$ cat config.mk
export PLATFORM = sky130hd
export DESIGN_NAME = vc_pmem_arbiter_flat
export DESIGN_NICKNAME = d
export VERILOG_FILES = /design/src/rtl/vc_pmem_arbiter_if.sv /design/src/rtl/vc_pmem_arbiter.sv /design/src/flat_wrapper.sv
export SDC_FILE = /design/constraint.sdc
export NUM_CORES = 1
export LEC_CHECK = 0
export ABC_CLOCK_PERIOD_IN_PS = 3700
export CAP_MARGIN = 0
export CORE_AREA = 3 3 221 223
export DETAILED_ROUTE_END_ITERATION = 8
export DIE_AREA = 0 0 224 226
export SLEW_MARGIN = 20
export SYNTH_ARGS = -nofsm -noshare
export SYNTH_HDL_FRONTEND = slang
export SYNTH_SLANG_ARGS = --single-unit
$ cat constraint.sdc
create_clock -name clk -period 3.7 [get_ports clk]
set_clock_uncertainty 0.15 [all_clocks]
set_input_delay 0.37 -clock clk [delete_from_list [all_inputs] [get_ports clk]]
set_output_delay 0.37 -clock clk [all_outputs]
set_load 0.02 [all_outputs]
$ cat src/rtl/vc_pmem_arbiter_if.sv
// Bus bundle between the L2 fill port, the victim-cache writeback port,
// the scrub strobe and the physical memory port.
interface vc_pmem_arbiter_if;
    // L2 line-fill port
    logic         l2_read;
    logic [15:0]  l2_addr;
    logic [127:0] l2_rdata;
    logic         l2_ack;

    // Victim-cache writeback port
    logic         vc_req;
    logic [15:0]  vc_addr;
    logic [127:0] vc_wdata;
    logic         vc_ack;
    logic         scrub_go;

    // Physical memory port
    logic         pmem_read;
    logic         pmem_write;
    logic [15:0]  pmem_addr;
    logic [127:0] pmem_wdata;
    logic         pmem_resp;
    logic [127:0] pmem_rdata;

    // The arbiter side
    modport slave (
        input  l2_read, l2_addr, vc_req, vc_addr, vc_wdata, pmem_resp, pmem_rdata,
        output l2_rdata, l2_ack, vc_ack, scrub_go,
               pmem_read, pmem_write, pmem_addr, pmem_wdata
    );

    // The requesters and the memory side
    modport master (
        output l2_read, l2_addr, vc_req, vc_addr, vc_wdata, pmem_resp, pmem_rdata,
        input  l2_rdata, l2_ack, vc_ack, scrub_go,
               pmem_read, pmem_write, pmem_addr, pmem_wdata
    );
endinterface

$ cat src/rtl/vc_pmem_arbiter.sv
// Physical-memory arbiter shared by the L2 fill path and the victim-cache
// writeback path. L2 fills normally win; a writeback that keeps losing is
// forced through after STARVE_LIMIT losses. Long idle stretches produce a
// scrub pulse so the victim cache can clean dirty entries in the background.
module vc_pmem_arbiter #(
    parameter int STARVE_LIMIT = 4,
    parameter int IDLE_THRESH  = 8
) (
    input  logic            clk,
    input  logic            rst_n,
    vc_pmem_arbiter_if.slave bus
);
    localparam int                IDLE_W     = (IDLE_THRESH > 1) ? $clog2(IDLE_THRESH) : 1;
    localparam logic [2:0]        STARVE_MAX = 3'(STARVE_LIMIT);
    localparam logic [IDLE_W-1:0] IDLE_LAST  = IDLE_W'(IDLE_THRESH - 1);

    typedef enum logic [1:0] {
        IDLE,
        L2_RD,
        VC_WB
    } state_e;

    state_e              state_q, state_d;
    logic [2:0]          starve_cnt_q, starve_cnt_d;
    logic [IDLE_W-1:0]   idle_cnt_q, idle_cnt_d;
    logic                pmem_read_q, pmem_read_d;
    logic                pmem_write_q, pmem_write_d;
    logic                scrub_fire;

    // Arbitration, starvation tracking and idle/scrub counting.
    always_comb begin
        // NOTE: every signal written here gets a default first, so no path
        // can leave one unassigned and infer a latch.
        state_d      = state_q;
        starve_cnt_d = starve_cnt_q;
        idle_cnt_d   = '0;
        scrub_fire   = 1'b0;

        unique case (state_q)
            IDLE: begin
                if (bus.l2_read && !(bus.vc_req && starve_cnt_q == STARVE_MAX)) begin
                    state_d = L2_RD;
                    // The writeback only loses here while below the limit,
                    // so this increment saturates at STARVE_MAX by itself.
                    if (bus.vc_req) begin
                        starve_cnt_d = starve_cnt_q + 3'd1;
                    end
                end else if (bus.vc_req) begin
                    state_d      = VC_WB;
                    starve_cnt_d = 3'd0;
                end else if (idle_cnt_q == IDLE_LAST) begin
                    scrub_fire = 1'b1;
                end else begin
                    idle_cnt_d = idle_cnt_q + 1'b1;
                end
            end
            L2_RD, VC_WB: begin
                if (bus.pmem_resp) begin
                    state_d = IDLE;
                end
            end
            default: state_d = IDLE;
        endcase

        pmem_read_d  = (state_d == L2_RD);
        pmem_write_d = (state_d == VC_WB);
    end

    // State and strobe registers; reset drops any transaction in flight.
    always_ff @(posedge clk or negedge rst_n) begin
        // NOTE: sequential state uses non-blocking assignments so every flop
        // samples pre-edge values regardless of block ordering.
        if (!rst_n) begin
            state_q      <= IDLE;
            starve_cnt_q <= 3'd0;
            idle_cnt_q   <= '0;
            pmem_read_q  <= 1'b0;
            pmem_write_q <= 1'b0;
        end else begin
            state_q      <= state_d;
            starve_cnt_q <= starve_cnt_d;
            idle_cnt_q   <= idle_cnt_d;
            pmem_read_q  <= pmem_read_d;
            pmem_write_q <= pmem_write_d;
        end
    end

    // Strobes come from flops; acks follow pmem_resp in the same cycle.
    assign bus.pmem_read  = pmem_read_q;
    assign bus.pmem_write = pmem_write_q;
    assign bus.pmem_addr  = (state_q == VC_WB) ? bus.vc_addr : bus.l2_addr;
    assign bus.pmem_wdata = bus.vc_wdata;
    assign bus.l2_rdata   = bus.pmem_rdata;
    assign bus.l2_ack     = (state_q == L2_RD) && bus.pmem_resp;
    assign bus.vc_ack     = (state_q == VC_WB) && bus.pmem_resp;
    assign bus.scrub_go   = scrub_fire;

endmodule

$ cat src/flat_wrapper.sv
// flat-port wrapper written by rule: the top's interface ports become plain ports
module vc_pmem_arbiter_flat 
#(
    parameter int STARVE_LIMIT = 4,
    parameter int IDLE_THRESH  = 8
)
  (clk, rst_n, bus_l2_read, bus_l2_addr, bus_vc_req, bus_vc_addr, bus_vc_wdata, bus_pmem_resp, bus_pmem_rdata, bus_l2_rdata, bus_l2_ack, bus_vc_ack, bus_scrub_go, bus_pmem_read, bus_pmem_write, bus_pmem_addr, bus_pmem_wdata);
  vc_pmem_arbiter_if bus_i ();
  input  logic clk;
  input  logic rst_n;
  input wire logic [$bits(bus_i.l2_read)-1:0] bus_l2_read;
  input wire logic [$bits(bus_i.l2_addr)-1:0] bus_l2_addr;
  input wire logic [$bits(bus_i.vc_req)-1:0] bus_vc_req;
  input wire logic [$bits(bus_i.vc_addr)-1:0] bus_vc_addr;
  input wire logic [$bits(bus_i.vc_wdata)-1:0] bus_vc_wdata;
  input wire logic [$bits(bus_i.pmem_resp)-1:0] bus_pmem_resp;
  input wire logic [$bits(bus_i.pmem_rdata)-1:0] bus_pmem_rdata;
  output wire logic [$bits(bus_i.l2_rdata)-1:0] bus_l2_rdata;
  output wire logic [$bits(bus_i.l2_ack)-1:0] bus_l2_ack;
  output wire logic [$bits(bus_i.vc_ack)-1:0] bus_vc_ack;
  output wire logic [$bits(bus_i.scrub_go)-1:0] bus_scrub_go;
  output wire logic [$bits(bus_i.pmem_read)-1:0] bus_pmem_read;
  output wire logic [$bits(bus_i.pmem_write)-1:0] bus_pmem_write;
  output wire logic [$bits(bus_i.pmem_addr)-1:0] bus_pmem_addr;
  output wire logic [$bits(bus_i.pmem_wdata)-1:0] bus_pmem_wdata;
  assign bus_i.l2_read = bus_l2_read;
  assign bus_i.l2_addr = bus_l2_addr;
  assign bus_i.vc_req = bus_vc_req;
  assign bus_i.vc_addr = bus_vc_addr;
  assign bus_i.vc_wdata = bus_vc_wdata;
  assign bus_i.pmem_resp = bus_pmem_resp;
  assign bus_i.pmem_rdata = bus_pmem_rdata;
  assign bus_l2_rdata = bus_i.l2_rdata;
  assign bus_l2_ack = bus_i.l2_ack;
  assign bus_vc_ack = bus_i.vc_ack;
  assign bus_scrub_go = bus_i.scrub_go;
  assign bus_pmem_read = bus_i.pmem_read;
  assign bus_pmem_write = bus_i.pmem_write;
  assign bus_pmem_addr = bus_i.pmem_addr;
  assign bus_pmem_wdata = bus_i.pmem_wdata;
  vc_pmem_arbiter #(.STARVE_LIMIT(STARVE_LIMIT), .IDLE_THRESH(IDLE_THRESH)) u_core (.clk(clk), .rst_n(rst_n), .bus(bus_i));
endmodule
==> results of run 1 <==
## per-stage QoR
step	area (um^2)	hold WS, ps	worst slack, ps	util, %
floorplan	2720	-75.6	1760	-
global placement	2100	274	1060	4.50
detailed placement	2100	281	1000	4.50
CTS	2190	287	746	4.69
global route	2190	328	668	4.69
finish	2190	288	794	4.69
## cells by family (layout without fill, tap and decap cells)
family	count (synthesis)	after routing	share of synthesized area, %
AOI/OAI and AO/OA	13	13	2.99
adders and majority gates	8	8	3.68
buffers and inverters	264	65	72.1
DFF	10	10	9.21
muxes	16	16	6.63
and+or+nand+nor	26	26	5.43
## cell usage after synthesis
master,instances
a21oi_1,3
a221oi_1,1
a22o_1,1
a32o_1,1
and2_1,2
and2b_2,1
and3_1,2
buf_2,2
buf_4,257
clkbuf_1,1
dfrtp_1,10
ha_1,8
inv_1,4
mux2_2,16
nand2_1,7
nand2b_1,1
nand3_1,4
nand4_1,1
nor2_1,1
nor2b_1,1
nor3_1,2
nor3b_1,3
nor3b_2,1
o21ai_0,6
o32ai_1,1
## worst reg2reg max path: stages, from the launching register on
cell and delay [ps]:
dfrtp_1 470, inv_1 110, ha_1 320, nor3b_1 340, o21ai_0 160, a221oi_1 320
## state kept, by name (all words and copies together) (netlist names)
register and count:
u_core.bus.pmem_read 1, u_core.bus.pmem_write 1, u_core.idle_cnt_q 3, u_core.starve_cnt_q 3, u_core.state_q 2
## power by group through the flow
stage	sequential [uW]	clock, uW	combinational [uW]
2_1_floorplan	180	0	688
3_3_place_gp	171	0	467
3_5_place_dp	174	0	477
4_1_cts	172	223	478
5_1_grt	177	229	516
6_report	172	216	474
## per-layer routing
| layer | global-route usage (%) | vias to the layer above | part of all wire [%] |
|---|---|---|---|
| li1 | - | 405 | - |
| met3 | 4.78 | 118 | 30 |
| met1 | 1.18 | 489 | 13 |
| met5 | 0 | - | 0 |
| met4 | 4.29 | 0 | 12 |
| met2 | 6.01 | 352 | 45 |
## how the worst max path moves through the flow
stage / startpoint / to / slack (ps) / depth (start not counted)
finish: u_core.state_q[0] / bus_pmem_addr[6] / 790 / 4
global route: u_core.state_q[0] / bus_pmem_addr[6] / 670 / 4
CTS: u_core.state_q[0] / bus_pmem_addr[4] / 750 / 4
detailed placement: u_core.state_q[0] / bus_pmem_addr[4] / 1000 / 4
global placement: u_core.state_q[0] / bus_pmem_addr[11] / 1060 / 4
floorplan: u_core.state_q[0] / bus_pmem_addr[10] / 1760 / 5
## cell type report
class | count | area share, %
repair buffers | 57 | 26.0
inverters | 4 | 0.685
multi-input cells | 63 | 23.2
well taps | 607 | 34.6
clock buffers | 4 | 4.05
flip-flops and latches | 10 | 11.4
==> impl_metrics.py, run 1 <==
metrics = {
    "timing": {
        "setup_viol": 0,
        "finalSetupTns_ps": 0,
        "maxSlewViolCount": 0,
        "slew_headroom_pct": 49.8,
        "finalCritPeriodShare_pct": 78.5,
        "max_freq_mhz": 344,
        "period_minus_slack_ps": 2910,
        "rsz0062_at_grt": "no",
        "hold_viol": 0,
        "tightestPinTransition_ps": 753,
    },
    "drt": {
        "drt_pass1_iterations": 4,
        "avgRoutedWirePerCell_um": 14.1,
        "ant_nets": 0,
        "viasPerCell": 1.83,
        "drc": 0,
        "drt_iter0_markers": 39,
        "vias": 1364,
        "wl_mm": 10.5,
    },
    "setup_path": {
        "cp_data_arrival_time_ps": 2390,
        "cp_top_family": "buffers and inverters",
        "slowest_stage": "ha_1",
        "crit_chain": "inv_1 > ha_1 > mux2_2 > clkdlybuf4s50_1",
        "worstPathMaxFanout": 17,
        "ff2ff_path_depth": 5,
        "path_buf_inv": 2,
        "critPathRequiredTime_ps": 3180,
        "rr_startpoint": "u_core.state_q[1]",
        "r2r_end": "u_core.bus.pmem_read",
        "path_class": "reg -> out",
        "reg2reg_slack_ps": 1720,
        "crit_path_start_kind": "register",
        "max_stage_delay_ps": 650,
        "endpoint_kind": "output pin",
    },
    "floorplan": {
        "die_y_um": 226,
        "fp.dieArea_um2": 50600,
        "io_pins": 570,
        "floorplan.rows": 79,
        "start_util_pct": 5.81,
        "coreArea_um2": 46800,
        "dieWidth_um": 224,
    },
    "power_and_ir_drop": {
        "comb_power_share_pct": 54.9,
        "clkPwrFrac_pct": 25.1,
        "power_switching_uw": 311,
        "p_total_uw": 862,
        "vdd.ir_drop.worst_mv": 0.188,
        "switching_share_pct": 36.1,
        "p_int_uw": 551,
        "p_leak_uw": 0.000619,
        "p_seq_share_pct": 20.0,
        "power_density_nw_per_um2": 393,
    },
    "final_layout": {
        "instances_no_fill": 745,
        "seq_area_um2": 250,
        "mostFrequentLayoutCell": "clkdlybuf4s50_1",
        "fin_nets": 440,
        "multi_input_area_um2": 509,
        "drive_gt1_share_pct": 15.9,
        "fillers": 5551,
        "layout_common_cells": "57 x clkdlybuf4s50_1, 16 x mux2_2, 10 x dfrtp_1",
        "diodes": 0,
        "syn_to_final_growth_pct": -19.3,
    },
    "clocking": {
        "clk_path_buf_depth": 2,
        "insertion_delay_ps": 240,
        "numClockSinks": 10,
        "post-cts-setup-buffer-count": 0,
        "cts_resized": 0,
        "cts_tree": "built",
        "htreeDepth": 1,
        "cts_inserted_buffers": 3,
        "path_clk_slew_ps": 40,
        "root_buffer": "clkbuf_16",
        "hold_buffers": 0,
    },
    "placement": {
        "dp.cells": 741,
        "numPortBuffers": 57,
        "place.gp.congestion": 0.677,
        "dp_hpwl_mm": 9.06,
    },
    "synthesis": {
        "ys_ff_latch": 10,
        "synth.net_count": 638,
        "yosys.area.top_type": "buf_4",
        "synthTopCellsByArea": "buf_4 71%, dfrtp_1 9.2%, mux2_2 6.6%",
        "netlist.area_leader.share_pct": 71.0,
        "ys_types": 25,
        "synth-seq-area-share_pct": 9.21,
        "synth.avg_cell_area_um2": 8.06,
        "yosysWarnings": 0,
        "syn-cell-area_um2": 2720,
        "synth_cells": 337,
    },
    "hold_path": {
        "hold_path_class": "reg -> reg",
        "min_to": "u_core.idle_cnt_q[0]",
        "hold_depth": 1,
        "hp-start": "u_core.idle_cnt_q[0]",
    },
    "run_status": {
        "status": "finished, final reports clean",
    },
    "global_route": {
        "grt_max_degree": 18,
        "grt_pass1_wl_mm": 12.4,
        "gr-usage-all-layers_pct": 3.65,
        "grt_pass1_vias": 1438,
        "grt-ovfl-total": 0,
        "antenna_found_initial": 0,
    },
    "job": {
        "drv_cap": 0,
    },
}
Note: power is estimated with default switching activity, not from simulation.
==> inputs of run 2 (changes only) <==
Settings changed: ABC_CLOCK_PERIOD_IN_PS 3700 to 2800.
Clock period 3.7 ns to 2.8 ns, I/O delays scaled along.
==> run 2 against run 1 <==
Register-to-register slack worse by 800 ps; sequential cell count unchanged; sequential share of layout area about the same; wire length down 1.3%; critical endpoint is now bus_pmem_addr[13]; largest power group unchanged.
==> impl_metrics.py, run 2 (same netlist as run 1, synthesis figures left out) <==
metrics = {
    "run_status": {
        "status": "finished, final reports clean",
    },
    "setup_path": {
        "path_buf_inv": 3,
        "endpoint_kind": "output pin",
        "max_stage_delay_ps": 540,
        "critPathRequiredTime_ps": 2370,
        "crit_path_start_kind": "register",
        "slowest_stage": "clkdlybuf4s50_1",
        "worstPathMaxFanout": 17,
        "cp_top_family": "buffers and inverters",
        "cp_data_arrival_time_ps": 2080,
        "path_class": "reg -> out",
        "crit_chain": "inv_1 > ha_1 > buf_4 > mux2_2 > clkdlybuf4s50_1",
    },
    "final_layout": {
        "fin_area_um2": 2200,
        "diodes": 0,
        "mostFrequentLayoutCell": "clkdlybuf4s50_1",
        "syn_to_final_growth_pct": -19.0,
        "layout_common_cells": "57 x clkdlybuf4s50_1, 16 x mux2_2, 10 x dfrtp_1",
        "fin_nets": 441,
        "largestRegisters": "u_core.idle_cnt_q x3, u_core.starve_cnt_q x3, u_core.state_q x2",
        "drive_gt1_share_pct": 16.5,
        "final_util_pct": 4.71,
    },
    "global_route": {
        "grt-ovfl-total": 0,
        "busiest_layer": "met2",
        "grtUsageMet3_pct": 4.76,
        "grt_pass1_wl_mm": 12.3,
        "met1_usage_pct": 1.13,
        "gr-usage-all-layers_pct": 3.60,
        "antenna_found_initial": 0,
        "use_met2_pct": 5.87,
        "grt_pass1_vias": 1408,
        "grt_max_degree": 18,
    },
    "timing": {
        "max_freq_mhz": 398,
        "slew_headroom_pct": 66.2,
        "setup_viol": 0,
        "maxSlewViolCount": 0,
        "period_minus_slack_ps": 2510,
        "tightestPinTransition_ps": 505,
        "finalCritPeriodShare_pct": 89.8,
        "finalSetupTns_ps": 0,
        "rsz0062_at_grt": "no",
        "hold_viol": 0,
    },
    "floorplan": {
        "fp.dieArea_um2": 50600,
        "start_util_pct": 5.81,
        "floorplan.rows": 79,
        "coreArea_um2": 46800,
        "die_y_um": 226,
        "io_pins": 570,
        "dieWidth_um": 224,
    },
    "clocking": {
        "cts_resized": 0,
        "clk_path_buf_depth": 2,
        "path_clk_slew_ps": 40,
        "hold_buffers": 0,
        "numClockSinks": 10,
        "post-cts-setup-buffer-count": 0,
        "root_buffer": "clkbuf_16",
        "cts_inserted_buffers": 3,
        "cts_tree": "built",
        "insertion_delay_ps": 240,
        "htreeDepth": 1,
    },
    "drt": {
        "drc": 0,
        "ant_nets": 0,
        "avgRoutedWirePerCell_um": 13.9,
        "drt_pass1_iterations": 3,
        "wl_mm": 10.3,
        "drt_iter0_markers": 32,
        "viasPerCell": 1.78,
        "vias": 1329,
    },
    "job": {
        "drv_cap": 0,
    },
    "hold_path": {
        "hold_path_class": "in -> async",
    },
    "placement": {
        "place.gp.congestion": 0.649,
        "dpl_cell_area_um2": 2110,
        "dp_hpwl_mm": 8.90,
        "numPortBuffers": 57,
    },
    "power_and_ir_drop": {
        "p_leak_uw": 0.000624,
        "vdd.ir_drop.worst_mv": 0.178,
        "power_density_nw_per_um2": 520,
    },
}
==> run 2: changes by cell type in the layout (fill, tap and decap cells not counted) <==
cell and delta:
buf_4 +1
==> run 2: worst paths after layout <==
| check | end | start | depth (start not counted) | slack, ps |
|---|---|---|---|---|
| max | bus_pmem_addr[13] | u_core.state_q[0] | 5 | 290 |
| min | u_core.idle_cnt_q[2] | rst_n | 1 | 230 |
| min in group clk | u_core.idle_cnt_q[0] | u_core.idle_cnt_q[0] | 1 | 290 |
| max reg2reg | u_core.bus.pmem_read | u_core.state_q[1] | 5 | 920 |
| max in group asynchronous | u_core.state_q[1] | rst_n | 1 | 1930 |
| min reg2reg | u_core.idle_cnt_q[0] | u_core.idle_cnt_q[0] | 1 | 290 |
==> run 2: cell type report <==
class                   instances  area, um^2
well taps                     607         759
fillers                      5521       44600
multi-input cells              63         509
clock buffers                   4        88.8
repair buffers                 58         578
flip-flops and latches         10         250
inverters                       4        15.0
==> run 2: layer usage <==
layer / vias up / share of wire (%)
li1: 407 / -
met1: 470 / 13
met2: 341 / 45
met3: 111 / 30
met4: 0 / 12
met5: - / 0
==> run 2: through the flow <==
stage | power [uW] | instances | worst slack, ps | hold WS, ps
floorplan | 1150 | 337 | 948 | -166
global placement | 845 | 742 | 559 | 276
detailed placement | 865 | 742 | 525 | 286
CTS | 1160 | 746 | 266 | 233
global route | 1220 | 746 | 194 | 252
finish | 1140 | 746 | 287 | 232
==> run 2: power breakdown <==
| group | total [uW] | internal, uW | switching (uW) |
|---|---|---|---|
| clock | 287 | 215 | 71.9 |
| combinational | 626 | 327 | 299 |
| sequential | 231 | 188 | 42.7 |
